`config.mk`:
```
export PLATFORM = sky130hd
export DESIGN_NAME = accumulator_ctrl
export DESIGN_NICKNAME = d
export VERILOG_FILES = /design/src/rtl/accumulator_ctrl.sv
export SDC_FILE = /design/constraint.sdc
export NUM_CORES = 1
export LEC_CHECK = 0
export ABC_AREA = 0
export CAP_MARGIN = 0
export CORE_AREA = 2 2 39 41
export CTS_CLUSTER_DIAMETER = 150
export DETAILED_ROUTE_END_ITERATION = 12
export DIE_AREA = 0 0 41 43
export DONT_BUFFER_PORTS = 1
export PLACE_DENSITY = 0.69
export SLEW_MARGIN = 20
export SYNTH_ARGS = -nofsm -noshare
export SYNTH_HDL_FRONTEND = slang
export SYNTH_SLANG_ARGS = --single-unit
```
`constraint.sdc`:
```
create_clock -name i_clk -period 1.5 [get_ports i_clk]
set_input_delay 0.225 -clock i_clk [delete_from_list [all_inputs] [get_ports i_clk]]
set_output_delay 0.225 -clock i_clk [all_outputs]
set_load 0.05 [all_outputs]
```
`src/rtl/accumulator_ctrl.sv`:
```
// accumulator_ctrl: burst sequencer driving an external 8-bit signed accumulator
//   i_clk, ni_rst          : clock, async active-low reset
//   i_start, i_len         : burst request and operand count (IDLE only)
//   i_abort                : abort, honored in CLR and LOAD
//   i_vld, i_data, o_rdy   : operand stream (transfer = i_vld & o_rdy)
//   o_a_data, o_a_clr, o_s_clr, o_a_ld, o_s_ld : accumulator controls
//   i_carry, i_ovf         : accumulator flags, valid while o_s_ld is high
//   o_busy, o_cnt, o_done  : status, operands remaining, completion pulse
//   o_carry_st, o_ovf_st, o_abort_st : sticky burst status
module accumulator_ctrl #(
  parameter int unsigned CNT_W       = 4,
  parameter bit          STOP_ON_OVF = 1'b0
) (
  input  logic             i_clk,
  input  logic             ni_rst,
  input  logic             i_start,
  input  logic [CNT_W-1:0] i_len,
  input  logic             i_abort,
  input  logic             i_vld,
  input  logic [7:0]       i_data,
  output logic             o_rdy,
  output logic [7:0]       o_a_data,
  output logic             o_a_clr,
  output logic             o_s_clr,
  output logic             o_a_ld,
  output logic             o_s_ld,
  input  logic             i_carry,
  input  logic             i_ovf,
  output logic             o_busy,
  output logic [CNT_W-1:0] o_cnt,
  output logic             o_done,
  output logic             o_carry_st,
  output logic             o_ovf_st,
  output logic             o_abort_st
);
  typedef enum logic [2:0] {IDLE, CLR, LOAD, ADD, DONE} state_t;
  state_t           r_state;
  logic [CNT_W-1:0] r_cnt;
  logic             r_carry_st;
  logic             r_ovf_st;
  logic             r_abort_st;
  logic [CNT_W-1:0] w_cnt_dec;
  assign w_cnt_dec = r_cnt - {{(CNT_W-1){1'b0}}, 1'b1};
  always_ff @(posedge i_clk or negedge ni_rst) begin
    if (!ni_rst) begin
      r_state    <= IDLE;
      r_cnt      <= '0;
      r_carry_st <= 1'b0;
      r_ovf_st   <= 1'b0;
      r_abort_st <= 1'b0;
    end else begin
      case (r_state)
        IDLE: if (i_start) begin
          r_cnt      <= i_len;
          r_carry_st <= 1'b0;
          r_ovf_st   <= 1'b0;
          r_abort_st <= 1'b0;
          r_state    <= CLR;
        end
        CLR: if (i_abort) begin
          r_abort_st <= 1'b1;
          r_state    <= DONE;
        end else begin
          r_state <= (r_cnt == '0) ? DONE : LOAD;
        end
        LOAD: if (i_abort) begin
          r_abort_st <= 1'b1;
          r_state    <= DONE;
        end else if (i_vld) begin
          r_state <= ADD;
        end
        ADD: begin
          r_carry_st <= r_carry_st | i_carry;
          r_ovf_st   <= r_ovf_st | i_ovf;
          r_cnt      <= w_cnt_dec;
          r_state    <= (w_cnt_dec == '0 || (STOP_ON_OVF && i_ovf)) ? DONE : LOAD;
        end
        DONE:    r_state <= IDLE;
        default: r_state <= IDLE;
      endcase
    end
  end
  // abort wins over a pending transfer in LOAD
  assign o_rdy      = (r_state == LOAD) & ~i_abort;
  assign o_a_ld     = o_rdy & i_vld;
  assign o_a_data   = i_data;
  assign o_a_clr    = r_state == CLR;
  assign o_s_clr    = r_state == CLR;
  assign o_s_ld     = r_state == ADD;
  assign o_busy     = r_state != IDLE;
  assign o_done     = r_state == DONE;
  assign o_cnt      = r_cnt;
  assign o_carry_st = r_carry_st;
  assign o_ovf_st   = r_ovf_st;
  assign o_abort_st = r_abort_st;
endmodule

```
* Word level (Yosys, flattened, before mapping) *
Cells that the tools add are included.

word-level totals
  flip-flop bits (word level) = 10
  bits in latches = 0
  memory bits (writable) = 0
  bits in read-only memories = 0
  input port bits = 19
  logic and storage cells = 42
  memories = 0

operators by class
  $add $sub $neg = 1
  $mul = 0
  div/mod/pow operators = 0
  $lt $le $gt $ge = 0
  equality and inequality tests = 7
  shift operators = 0
  muxes and demuxes = 14
  bitwise logic cells = 5
  reductions and logical operators = 10

operators with widths
  cell                                                  count
  two-way mux 3 bit                                     6
  one-hot mux 3 bit (4 select lines)                    1
  logical NOT 4 bit                                     2
  one-hot mux 4 bit (2 select lines)                    1
  equality test 3 x 2 -> 1 bit (second input constant)  2
  one-hot mux 1 bit (2 select lines)                    3
  two-way mux 4 bit                                     1
  AND reduction 2 bit                                   2
  nonzero test 2 bit                                    2
  subtractor 4 x 1 -> 4 bit (second input constant)     1
  equality test 3 x 1 -> 1 bit (second input constant)  1
  equality test 3 bit (second input constant)           1
  logical NOT 3 bit                                     1
  != test 3 bit (second input constant)                 1
  AND reduction 3 bit                                   1
  nonzero test 3 bit                                    1
  AND 1 bit                                             2
  two-way mux 1 bit                                     2
  != test 2 x 1 -> 1 bit (second input constant)        1
  != test 2 bit (second input constant)                 1
  bitwise OR 1 bit                                      2
  OR reduction 2 bit                                    1
  NOT 1 bit                                             1

* Longest topological paths before layout *
Gate-level depths: netlist (run 1).

  word-level depth = 4
  gate-level depth with buffers = 5

* Worst setup path before layout (run 1) *
No wires, ideal clock.

  path type = flip-flop to output port
  from = register r_state[0]
  to = output o_a_ld
  arrival time = 1.834 ns
  data required time = 1.275 ns
  slack = -0.559 ns
  cell stages (with the launch flop) = 5
  cells stage by stage = dfrtp_1 clkbuf_2 or4b_4 inv_1 and2_1

between the ends
  longest elaborated chain between the ends = 3

ends and longest elaborated chain
  item                          line  RTL
  start, declared               37    state_t r_state;
  start signal, assigned        64    r_state <= (r_cnt == '0) ? DONE : LOAD;
  start signal, assigned        76    r_state <= (w_cnt_dec == '0 || (STOP_ON_OVF && i_ovf)) ? DONE : LOAD;
  equality test 3 x 2 -> 1 bit  84    assign o_rdy = (r_state == LOAD) & ~i_abort;
  AND 1 bit                     84
  net o_rdy                     21    output logic o_rdy,
  AND 1 bit                     85    assign o_a_ld = o_rdy & i_vld;
  end, declared                 25    output logic o_a_ld,

The timed path passes the listed nets, and every way through them passes these cells.

* Final worst setup path (run 1) *
  from = register r_state[2]
  to = output o_a_ld

between the ends
  longest elaborated chain between the ends = 3

ends and longest elaborated chain
  item                          line
  equality test 3 x 2 -> 1 bit  84
  AND 1 bit                     84
  AND 1 bit                     85

Every way passes these cells.

==> results.toml, run 1 <==
[grt]
grt_max_degree = 11
grt_pass1_wl_mm = 2.48
grt_pass1_vias = 597
grt_usage_pct = 21.6
overflow = 0
antenna_found_initial = 0

[worst_setup_path]
timing.critical_path.buf_inv = 1
crit_path_end_kind = "output port"
crit_family = "simple AND/OR/NAND/NOR gates"
cp.depth = 3
reg2regPathDepth = 4
cp_cell_sequence = "or4b_4 -> clkinvlp_4 -> and2_4"
crit_arrival_ps = 1500
critPathKind = "register to output port"
slowest_delay_ps = 540
reg2reg_setup_slack_ps = -20
cp-start-kind = "register"
cp_max_fo = 2
worstReg2RegEnd = "o_cnt[3]"
worstPathRequired_ps = 1270
cp_slowest_cell = "or4b_4"
rr_startpoint = "r_state[2]"
endpoint = "o_a_ld"
worstSetupStartpoint = "r_state[2]"

[clocking]
clock_path_buffers = 2
cts_num_sinks = 10
ctsRootBufferMaster = "clkbuf_4"
h-tree-depth = 1
clkLatencyLatePin_ps = 270
cts_buffers = 3
cts_tree = "yes"
clk_pin_slew_worst_paths_ps = 70

[routing]
drc_errors = 0
firstDrtPassIters = 4
avgViaCountPerCell = 5.66
drt_first_iter_violations = 5
vias = 555
ant_nets = 0
drt_wl_total_mm = 1.52
wl_per_cell_um = 15.5

[placed_design]
place_congestion = 0.742
placed_area_um2 = 779
port_buffers = 0
hpwl_mm = 1.10

[floorplan]
fp.dieH_um = 43
initial_core_util_pct = 49.4
die_area_um2 = 1760
num_io_pins = 41
die_w_um = 41
std_cell_rows = 14
core_um2 = 1380

[outcome]
violations = "negative setup slack"
outcome = "finished, violations left"

[synth]
synth_compound_area_share_pct = 14.5
yosysWarnings = 0
synth_xor_area_share_pct = 1.28
syn_inst = 70
muxShareOfSynthArea_pct = 6.23
synth_cell_type_count = 31
synth_edf_count = 0
synth-adder-area-share_pct = 3.66
synth-simple-area-share_pct = 22.3
synthFlopType = "dfrtp_1"
ys_seq_area_share_pct = 36.6
ys_ff_latch = 10
syn_nets = 91
avgSynthCellArea_um2 = 9.76
synth_area_um2 = 683
synth_top_family_by_area = "simple AND/OR/NAND/NOR gates"
synth_async_sr_flop_share_pct = 100

[timing]
grt_setup_unrepaired = "true"
setup_ws_ps = -225
period_needed_ps = 1730
fmax_ghz = 0.580
hold_viol = 0
worstMarginPinSlew_ps = 470
post-route-period-util_pct = 115
maxSlewHeadroom_pct = 68.5
setup_viol = 8
skew_ps = 1.98
report.final.slew_viol_count = 0

[final_layout]
fillers = 117
post-route-cell-area_um2 = 917
register_area_um2 = 253
diodes = 0
drive_above_1_share_pct = 51.2
multi_input_area_um2 = 382
final_util_pct = 66.3
nets = 104
area_growth_pct = 34.2

[power_and_ir_drop]
power_density_nw_per_um2 = 2850
p_leak_uw = 0.000392
ir_drop_v = 0.00147

[min_path]
hold_class = "input pin to register"

[flow_run]
cap_violations = 0
[cells in the final DEF, fill, tap and decap left out, types with 2 or more instances in the layout]
cell,instances
a21oi_1,3
buf_12,2
buf_4,12
buf_6,5
clkbuf_4,3
clkinvlp_4,2
dfrtp_1,8
dfrtp_2,2
inv_1,3
mux2_4,2
mux2i_1,2
nand3_1,5
nand4_1,2
nor2_1,2
nor3_4,2
nor3b_2,2
o221a_1,2
[through the flow]
step | setup TNS (ps) | instances | worst slack (ps) | hold WS, ps | total power [uW]
final | -937 | 98 | -225 | 102 | 2610
after global routing | -1420 | 98 | -285 | 101 | 2780
after CTS | -882 | 98 | -221 | 97.0 | 2570
after detailed placement | -21.5 | 90 | -19.3 | -70.4 | 2130
after global placement | -8.18 | 90 | -8.18 | -70.4 | 2100
after floorplan | -322 | 70 | -304 | -70.6 | 1830
[registers in the layout, indices dropped and copies added, names as in the netlist]
register    flops
o_cnt           4
r_state         3
o_abort_st      1
o_carry_st      1
o_ovf_st        1
[worst reg2reg max path, delay by kind of cell, from the launching register on]
family | cells | cell delay (ps)
DFF | 1 | 380
buffers and inverters | 1 | 170
and+or+nand+nor | 1 | 320
AOI/OAI and AO/OA | 1 | 220
muxes | 1 | 320
[how the worst min path moves through the flow]
stage                 endpoint  startpoint  depth (start not counted)  slack [ps]
finish                o_cnt[0]    i_len[0]                          2         100
CTS                   o_cnt[0]    i_len[0]                          2         100
detailed placement  o_abort_st      ni_rst                          0         -70
global placement    o_abort_st      ni_rst                          0         -70
floorplan           o_abort_st      ni_rst                          0         -70
global route          o_cnt[0]    i_len[0]                          2         100
[layer usage]
metal	up-vias	part of all wire [%]	global-route usage (%)
li1	271	-	-
met1	266	40	22.4
met2	16	53	34.7
met3	2	6.0	8.90
met4	0	0.92	12.0
met5	-	0	0
[synth_stat cells, types with 2 or more instances]
| library cell | number | area (um2) |
|---|---|---|
| nor2_1 | 2 | 7.51 |
| o221a_1 | 2 | 22.5 |
| nor3_1 | 3 | 15.0 |
| nand4_1 | 2 | 12.5 |
| a21oi_1 | 3 | 15.0 |
| dfrtp_1 | 10 | 250 |
| mux2i_1 | 2 | 20.0 |
| inv_1 | 6 | 22.5 |
| mux2_1 | 2 | 22.5 |
| nand3_1 | 5 | 25.0 |
| clkbuf_2 | 2 | 10.0 |
| nor3b_1 | 2 | 15.0 |
| buf_4 | 9 | 67.6 |
| o31ai_1 | 2 | 15.0 |
| ha_1 | 2 | 25.0 |
[repair_timing]
action / 4_1_cts / 5_1_grt
gates resized for setup: 14 / 4
pin swaps: 5 / 0
hold buffers: 1 / 0
hold endpoints to repair: 10 / 0
buffers inserted: 3 / 0
setup endpoints to repair: 8 / 10
[final cells by class]
cell class                 count  area share, %
clock buffer                   4           3.96
inverter                       6           3.27
tap                           16           2.18
multi-input combinational     42           41.6
sequential                    10           27.6
timing repair buffer          20           21.4
[cells by family (layout without fill, tap and decap cells)]
logic type,count (synthesis),in the layout
AOI/OAI and AO/OA,13,13
xor gates and xnor gates,1,1
adders and majority gates,2,2
buffers and inverters,18,30
DFF,10,10
muxes,4,4
and+or+nand+nor,22,22
[power by group]
| group | leakage (uW) | total, uW | internal [uW] | switching, uW |
|---|---|---|---|---|
| logic | 0.000250 | 1690 | 710 | 982 |
| registers | 0.000121 | 674 | 404 | 270 |
| clock network | 0.0000210 | 246 | 147 | 98.1 |
| total | 0.000392 | 2610 | 1260 | 1350 |
(Power assumes the default switching activity.)
==> inputs of run 2 (changes only) <==
- CORE_AREA: 2 2 39 41 -> default
- CORE_MARGIN: default -> 2
- CORE_UTILIZATION: default -> 45
- DIE_AREA: 0 0 41 43 -> default
- GPL_TIMING_DRIVEN: default -> 0
- PLACE_DENSITY: 0.69 -> 0.63
==> run 2 against run 1 <==
Effect of this change:
- the run still ends with negative setup slack left
- first-iteration DRC count is 20% higher
- non-clock buffer count is 6 higher
- routed wire length rose by 16%
- worst setup slack got worse by 220 ps
- global-route usage fell by 1.2 points
- clock skew shrank 0.61 ps
- utilization is 4.6 points higher
- highest routed layer unchanged
==> results.toml, run 2 (synthesis gave the netlist of run 1 again) <==
[outcome]
outcome = "finished, violations left"
violations = "negative setup slack"

[clocking]
cts_buffers = 3
clock_path_buffers = 2
cts_num_sinks = 10
ctsRootBufferMaster = "clkbuf_4"
clk_pin_slew_worst_paths_ps = 70
clkLatencyLatePin_ps = 270
h-tree-depth = 1
cts_tree = "yes"

[worst_setup_path]
critPathKind = "register to output port"
cp_max_fo = 2
slowest_delay_ps = 520
crit_arrival_ps = 1720
crit_path_end_kind = "output port"
cp_cell_sequence = "or4b_4 -> clkinvlp_4 -> and2_4"
cp_slowest_cell = "or4b_4"
worstReg2RegEnd = "o_cnt[2]"
worstPathRequired_ps = 1270
rr_startpoint = "r_state[0]"
cp-start-kind = "register"
reg2regPathDepth = 6
reg2reg_setup_slack_ps = -190

[timing]
grt_setup_unrepaired = "true"
maxSlewHeadroom_pct = 54.2
skew_ps = 1.37
worst_hold_slack_ps = 78.9
setup_viol = 13
setup_ws_ps = -442
worstMarginPinSlew_ps = 686
report.final.slew_viol_count = 0
post-route-period-util_pct = 129
period_needed_ps = 1940
hold_viol = 0
fmax_ghz = 0.515
setup_tns_ps = -2450

[min_path]
hold-path-endpoint = "o_cnt[0]"
holdPathStages = 2
hold_class = "input pin to register"
min_from = "i_len[0]"

[placed_design]
place_congestion = 0.711
dp_cells = 86
hpwl_mm = 1.08
port_buffers = 0

[floorplan]
core_um2 = 1470
die_w_um = 43.0
fp.dieH_um = 43.0
die_area_um2 = 1850
initial_core_util_pct = 46.4
std_cell_rows = 14
num_io_pins = 41

[grt]
overflow = 0
antenna_found_initial = 0
grt_pass1_wl_mm = 2.77
grt_pass1_vias = 629
grt_max_degree = 11
grt_usage_pct = 20.5

[final_layout]
largest_register_ffs = 4
final_util_pct = 70.9
diodes = 0
layout_common_cells = "buf_4 (17), nand3_1 (5), dfrtp_1 (5), dfrtp_2 (5), buf_6 (5)"
final-instance-count-excl-fill = 104
fillers = 109
mostFrequentLayoutCell = "buf_4"
multi_input_area_um2 = 444
area_growth_pct = 52.7
nets = 110
register_area_um2 = 256
drive_above_1_share_pct = 67.0

[routing]
drt_first_iter_violations = 6
wl_per_cell_um = 16.9
ant_nets = 0
drt_wl_total_mm = 1.76
drc_errors = 0
avgViaCountPerCell = 5.96
vias = 620
firstDrtPassIters = 4

[power_and_ir_drop]
p_leak_uw = 0.000433
power_density_nw_per_um2 = 2680
finalPower_uw = 2800
ir_drop_v = 0.00164

[flow_run]
cap_violations = 0
## run 2: critical path, delay by kind of cell, from the launching register on
kind | cells | cell delay [ps]
buf+inv | 1 | 230
simple gates | 2 | 800
flops | 1 | 430
## run 2: area by class of cell
type | count | area share [%]
Buffer | 10 | 9.11
Timing Repair Buffer | 16 | 15.2
Multi-Input combinational cell | 42 | 42.6
Inverter | 6 | 3.12
Sequential cell | 10 | 24.6
Clock buffer | 4 | 3.48
Tap cell | 16 | 1.92
## run 2: per-layer routing
metal	part of all wire (%)	global-route usage (%)	up-vias
li1	-	-	283
met1	36	21.7	285
met2	50	33.9	43
met3	9.6	6.81	9
met4	4.7	13.9	0
met5	0	0	-
## run 2: how the worst max path moves through the flow
| stage | end | from | depth (start not counted) | slack (ps) |
|---|---|---|---|---|
| floorplan | o_a_ld | r_state[0] | 4 | -300 |
| global placement | o_a_ld | r_state[2] | 3 | -340 |
| detailed placement | o_a_ld | r_state[2] | 3 | -350 |
| CTS | o_a_ld | r_state[2] | 3 | -470 |
| global route | o_a_ld | r_state[0] | 3 | -480 |
| finish | o_a_ld | r_state[2] | 3 | -440 |
## run 2: timing repair
action                                  CTS  global route
resized for setup                        24            12
cloned                                    0             1
setup buffers                            10             4
hold buffers                              1             0
endpoints found under the hold margin    10             0
pin swaps                                 9             9
endpoints found under the setup margin   12            16
## run 2: metrics by stage
stage | instance area, um2 | worst slack [ps]
2_1_floorplan | 728 | -304
3_3_place_gp | 748 | -343
3_5_place_dp | 748 | -350
4_1_cts | 947 | -469
5_1_grt | 1040 | -482
6_report | 1040 | -442
## run 2: power by group
part	internal [uW]	switching, uW
sequential	408	531
combinational	752	856
clock	147	101
total	1310	1490
